**config.mk**
```make
export PLATFORM = sky130hd
export DESIGN_NAME = matrix_block_sequencer
export DESIGN_NICKNAME = d
export VERILOG_FILES = /design/src/rtl/matrix_block_sequencer.sv
export SDC_FILE = /design/constraint.sdc
export NUM_CORES = 1
export LEC_CHECK = 0
export CAP_MARGIN = 20
export CORE_MARGIN = 2
export CORE_UTILIZATION = 47
export CTS_CLUSTER_DIAMETER = 40
export DETAILED_ROUTE_END_ITERATION = 8
export HOLD_SLACK_MARGIN = 0.05
export PLACE_DENSITY_LB_ADDON = 0.25
export SETUP_SLACK_MARGIN = 0.15
export SYNTH_ARGS = -nofsm -noshare
export SYNTH_HDL_FRONTEND = slang
export SYNTH_SLANG_ARGS = --single-unit
```
**constraint.sdc**
```tcl
create_clock -name ap_clk -period 2.2 [get_ports ap_clk]
set_input_delay 0.44 -clock ap_clk [delete_from_list [all_inputs] [get_ports ap_clk]]
set_output_delay 0.44 -clock ap_clk [all_outputs]
set_load 0.03 [all_outputs]
```
**src/rtl/matrix_block_sequencer.sv**
```systemverilog
// matrix_block_sequencer: runs the stream reader and the compute/output loop
// back to back once per matrix block, for a latched number of blocks.
// ap_ctrl_hs-style handshake upward, start/done pulses downward.
// Optional stall watchdog: define SEQ_STALL_WATCHDOG_EN to build it.
module matrix_block_sequencer #(
  parameter int unsigned NUM_BLOCKS_W = 16,
  parameter int unsigned WDOG_W       = 16
) (
  input  logic                    ap_clk,
  input  logic                    ap_rst,
  input  logic                    ap_start,
  output logic                    ap_done,
  output logic                    ap_idle,
  output logic                    ap_ready,
  input  logic [NUM_BLOCKS_W-1:0] num_blocks,
  input  logic [WDOG_W-1:0]       wdog_limit,
  output logic                    rd_start,
  input  logic                    rd_done,
  input  logic                    rd_blk,
  output logic                    mm_start,
  input  logic                    mm_done,
  input  logic                    mm_blk,
  output logic [NUM_BLOCKS_W-1:0] blocks_done,
  output logic                    stall,
  output logic                    stall_phase
);

  typedef enum logic [2:0] {
    S_IDLE,
    S_RD_START,
    S_RD_WAIT,
    S_MM_START,
    S_MM_WAIT,
    S_FIN
  } state_t;

  localparam logic [NUM_BLOCKS_W-1:0] BLK_ONE = {{(NUM_BLOCKS_W-1){1'b0}}, 1'b1};

  state_t                  state;
  state_t                  state_nxt;
  logic [NUM_BLOCKS_W-1:0] nb_q;
  logic [NUM_BLOCKS_W-1:0] bd_inc;
  logic                    accept;

  assign bd_inc = blocks_done + BLK_ONE;
  assign accept = (state == S_IDLE) && ap_start;

  // Next-state decode; done inputs are only honoured in their own WAIT state
  always_comb begin
    state_nxt = state;
    case (state)
      S_IDLE:     if (ap_start) state_nxt = (num_blocks == '0) ? S_FIN : S_RD_START;
      S_RD_START: state_nxt = S_RD_WAIT;
      S_RD_WAIT:  if (rd_done) state_nxt = S_MM_START;
      S_MM_START: state_nxt = S_MM_WAIT;
      S_MM_WAIT:  if (mm_done) state_nxt = (bd_inc == nb_q) ? S_FIN : S_RD_START;
      S_FIN:      state_nxt = S_IDLE;
      default:    state_nxt = S_IDLE;
    endcase
  end

  // State, latched block count and completed-block counter
  always_ff @(posedge ap_clk) begin
    if (ap_rst) begin
      state       <= S_IDLE;
      nb_q        <= '0;
      blocks_done <= '0;
    end else begin
      state <= state_nxt;
      if (accept) begin
        nb_q        <= num_blocks;
        blocks_done <= '0;
      end else if ((state == S_MM_WAIT) && mm_done) begin
        blocks_done <= bd_inc;
      end
    end
  end

  assign ap_idle  = (state == S_IDLE);
  assign ap_done  = (state == S_FIN);
  assign ap_ready = (state == S_FIN);
  assign rd_start = (state == S_RD_START);
  assign mm_start = (state == S_MM_START);

`ifdef SEQ_STALL_WATCHDOG_EN
  localparam logic [WDOG_W-1:0] WD_ONE = {{(WDOG_W-1){1'b0}}, 1'b1};

  logic [WDOG_W-1:0] wl_q;
  logic [WDOG_W-1:0] wd_cnt;
  logic [WDOG_W-1:0] wd_inc;
  logic [WDOG_W-1:0] wd_cnt_nxt;
  logic              wd_active;
  logic              wd_hit;

  // Saturating count of consecutive blocked cycles in the current WAIT state;
  // the incremented value is compared so the flag lands on the reaching edge
  always_comb begin
    wd_active  = ((state == S_RD_WAIT) && rd_blk) || ((state == S_MM_WAIT) && mm_blk);
    wd_inc     = (wd_cnt == '1) ? wd_cnt : wd_cnt + WD_ONE;
    wd_hit     = wd_active && (wl_q != '0) && (wd_inc == wl_q);
    wd_cnt_nxt = '0;
    if (wd_active && (state_nxt == state)) wd_cnt_nxt = wd_inc;
  end

  // Watchdog registers; stall is sticky and keeps the first tripping phase
  always_ff @(posedge ap_clk) begin
    if (ap_rst) begin
      wl_q        <= '0;
      wd_cnt      <= '0;
      stall       <= 1'b0;
      stall_phase <= 1'b0;
    end else if (accept) begin
      wl_q        <= wdog_limit;
      wd_cnt      <= '0;
      stall       <= 1'b0;
      stall_phase <= 1'b0;
    end else begin
      wd_cnt <= wd_cnt_nxt;
      if (wd_hit && !stall) begin
        stall       <= 1'b1;
        stall_phase <= (state == S_MM_WAIT);
      end
    end
  end
`else
  logic unused_wdog;

  assign unused_wdog = ^{wdog_limit, rd_blk, mm_blk};
  assign stall       = 1'b0;
  assign stall_phase = 1'b0;
`endif

endmodule
```
== After elaboration in Yosys (flattened, before gate mapping) ==
Cells that the tools add are included.

* Bits in registers: 35
* Input port bits: 39
* Output and inout port bits: 23

* Add/subtract/negate cells: 1
* Equality and inequality tests: 9
* Muxes and demuxes: 6
* Reduce and logical (&&, ||, !) cells: 6

{| class="wikitable"
|+ Operators by type and width
! kind !! number
|-
| $add A16 B1 Y16 const B || 1
|-
| $eq A16 B16 Y1 || 1
|-
| $logic_not A16 Y1 || 1
|-
| $mux W3 || 5
|-
| $pmux W3 S5 || 1
|-
| $eq A3 B2 Y1 const B || 2
|-
| $eq A3 B3 Y1 const B || 2
|-
| $ne A2 B2 Y1 const B || 3
|-
| $eq A3 B1 Y1 const B || 1
|-
| $logic_not A3 Y1 || 1
|-
| $reduce_and A3 Y1 || 1
|-
| $logic_and A1 B1 Y1 || 2
|-
| $reduce_or A2 Y1 || 1
|}

== Longest topological paths before layout ==
* Word-level depth: 5
* Mapped depth: 8

== Least setup slack after synthesis ==
No wires, ideal clock.

* Path type: register to register
* Start point: register blocks_done[0]
* End point: register state[2]
* Data arrival time: 2.034 ns
* Slack: 0.070 ns
* Cell stages (with the launch flop): 9
* Clock period less this slack: 2.130 ns
* Path through: dfxtp_1 -> ha_1 -> and3_1 -> clkbuf_1 -> nand4_1 -> o31ai_2 -> a32o_2 -> a21oi_2 -> o41ai_2

* Word-level cells in the longest chain between the ends: 5

{| class="wikitable"
|+ Ends and longest elaborated chain
! item !! RTL line !! RTL
|-
| from (decl) || 23 || <nowiki>output logic [NUM_BLOCKS_W-1:0] blocks_done,</nowiki>
|-
| from (signal assigned) || 74 || <nowiki>blocks_done <= bd_inc;</nowiki>
|-
| $add A16 B1 Y16 || 45 || <nowiki>assign bd_inc = blocks_done + BLK_ONE;</nowiki>
|-
| $eq A16 B16 Y1 || 56 || <nowiki>S_MM_WAIT: if (mm_done) state_nxt = (bd_inc == nb_q) ? S_FIN : S_RD_START;</nowiki>
|-
| $mux W3 (2 in a row) || 56 ||
|-
| $pmux W3 S5 || 51 || <nowiki>case (state)</nowiki>
|-
| to (signal assigned) || 69 || <nowiki>state <= state_nxt;</nowiki>
|-
| to (decl) || 39 || <nowiki>state_t state;</nowiki>
|}

Every way passes these cells. The select of a mux whose other input is x is not followed.
A chain may end at the register's enable or synchronous reset.

== Final worst setup path ==
* Start point: register blocks_done[0]
* End point: output blocks_done[0]

No word-level cell between the ends.

==> reports/metrics.cfg <==
[logic_synthesis]
syn-cell-area_um2 = 2050
synth_area_per_cell_um2 = 7.89
yosys.area.top_type_share_pct = 34.1
synth.most_common_cell = nand2_1
synth_cells = 260
yosysTopAreaCell = dfxtp_1
synth_commonest_cells = nand2_1, dfxtp_1, nor2_1
ys_warn_count = 0
synth_flop_cell = dfxtp_1
async_flop_share_pct = 0
yosysUniqueCellTypes = 42
synth_seq_area_share_pct = 34.1
synth-seq-cells = 35
synth_edf_count = 0
synth.area.top_cells = dfxtp_1, nand2_1, xnor2_1, xor2_1, a21oi_1

[worst_setup_path]
cp_max_fo = 6
critPathCaptureType = output pin
critical_path.cell_chain = buf_4, clkdlybuf4s50_1
worst-path-buf-inv = 2
criticalPathCategory = flop to output pin
crit_path_max_incr_delay_ps = 660
cpMaxStageDelayCell = clkdlybuf4s50_1
cpLargestDelayFamily = buffers and inverters
timing.rr.end = state[2]
cp-start-kind = flop
reg2reg_slack_ps = 320
reg2reg_depth = 7
r2r-start = blocks_done[1]
worstPathRequired_ps = 1760
crit_arrival_ps = 1520

[drt]
dr.pass1.iters = 4
drc = 0
vias = 1895
via_per_inst = 5.37
wire_per_inst_um = 13.2
ant_nets = 0
drt-initial-drc-count = 100
wirelength_um = 4680

[die]
ioPinCount = 62
chipHeight_um = 70.1
start_util_pct = 48.1
rows = 24
core-area_um2 = 4260
chipWidth_um = 70.1
die-area_um2 = 4910

[cells_and_area]
multi_input_area_um2 = 1230
fin_nets = 340
diodes = 0
drive_gt1_share_pct = 13.0
final.fill_count = 420
synthToLayoutAreaGrowth_pct = 29.6
register_area_um2 = 707

[hold_path]
min_to = nb_q[3]
hold_depth = 2
min_from = nb_q[3]
min_path_type = flop to flop

[sta]
hold_violations = 0
rsz0062_at_grt = false
relSlewSlack_pct = 65.0
fin_crit_ps = 1960
fin_crit_sh_pct = 89.1
setup_tns_ps = 0
maxSlewViolCount = 0
max_freq_mhz = 510
skew_ps = 5.15
worst_pin_slew_ps = 524
finalSetupViolCount = 0

[global_route]
grt_pass1_wl_um = 7890
antenna_found_initial = 0
grt_pass1_vias = 1704
grt_max_degree = 20
grt_usage_pct = 20.3
grt-ovfl-total = 0

[placed_design]
dp_hpwl_um = 3480
globalplace.congestion = 0.879
io_buffers = 41

[power]
p_leak_nw = 1.01
peakVddDrop_mv = 0.422
powerDensity_nw_per_um2 = 656
p_total_mw = 1.74

[clock_network]
worstSkewPairLatency_ps = 290
clock-sinks = 35
cts-root-buf = clkbuf_8
htree_levels = 2
cts_made_buffers = 5
clk_pin_slew_worst_paths_ps = 80
cts_tree = done
clockBufferDepth = 2

[status]
status = complete, no violations

[flow_run]
max_cap_violations = 0

[power breakdown]
| group | total (mW) | leakage (nW) | switching [mW] | internal (mW) |
|---|---|---|---|---|
| Clock | 0.699 | 0.0644 | 0.247 | 0.452 |
| Sequential | 0.727 | 0.287 | 0.0524 | 0.675 |
| Combinational | 0.318 | 0.653 | 0.176 | 0.141 |
| Total | 1.74 | 1.01 | 0.476 | 1.27 |
[cells by family after synthesis]
family,count (synthesis),synth area share [%]
other,1,0.183
XOR/XNOR,37,16.2
AO/OA/AOI/OAI,37,11.5
flip-flops,35,34.1
multiplexers,4,1.95
buffers and inverters,25,6.04
AND/OR/NAND/NOR,120,29.5
adder cells (fa/ha/maj),1,0.610
[metal layers]
metal | global-route usage [%] | routed length, um
met3 | 4.91 | 244
met1 | 25.9 | 2150
met4 | 10.5 | 127
met5 | 0 | 0
met2 | 32.0 | 2150
[final cells by class]
type	count	share of cell area (%)
Clock inverter	3	2.54
Timing Repair Buffer	54	19.0
Tap cell	52	2.45
Inverter	3	0.424
Sequential cell	35	26.6
Multi-Input combinational cell	201	46.4
Clock buffer	5	2.59
[sequential cells by signal (all words and copies together) (netlist names)]
| name | cells |
|---|---|
| nb_q | 16 |
| blocks_done | 16 |
| state | 3 |
[worst max path at each step]
stage	startpoint	to	slack [ps]	cells after the start
after floorplan	state[0]	blocks_done[0]	240	7
final	blocks_done[0]	blocks_done[0]	240	2
after CTS	state[0]	ap_ready	40	2
after detailed placement	mm_done	blocks_done[12]	170	8
after global placement	mm_done	blocks_done[12]	130	8
after global routing	blocks_done[0]	state[2]	170	7
[metrics by stage]
step	setup WS [ps]	utilization [%]	cells	instance area (um2)	hold slack, ps
after global placement	128	58.9	344	2510	460
after global routing	168	62.4	353	2660	492
after detailed placement	174	58.9	344	2510	460
after CTS	37.9	62.0	352	2640	470
after floorplan	235	-	261	2060	448
final	240	62.4	353	2660	469
[placed cells by master (no fill, tap or decap), types with 8 or more instances in the layout]
master	Yosys	layout
nor3_1	8	8
nand3_1	10	10
clkdlybuf4s50_1	0	36
nor2_1	23	23
buf_4	5	13
nand2_1	42	42
xnor2_1	18	18
xor2_1	18	18
nand4_1	12	12
a21oi_1	20	20
dfxtp_1	35	30
[worst reg2reg max path: cells and delay by family (launching register included)]
kind / cells / cell delay, ps
flip-flops: 1 / 410
AND/OR/NAND/NOR: 2 / 500
AO/OA/AOI/OAI: 4 / 630
adder cells (fa/ha/maj): 1 / 240
[repair_timing]
item,in CTS,in global routing
pin swaps,0,1
resized for setup,5,4
setup endpoints to repair,5,4
endpoints found under the hold margin,0,0
gates cloned,0,0
hold buffers,0,0
buffers inserted,0,1
Power figures use the tool's default switching activity.
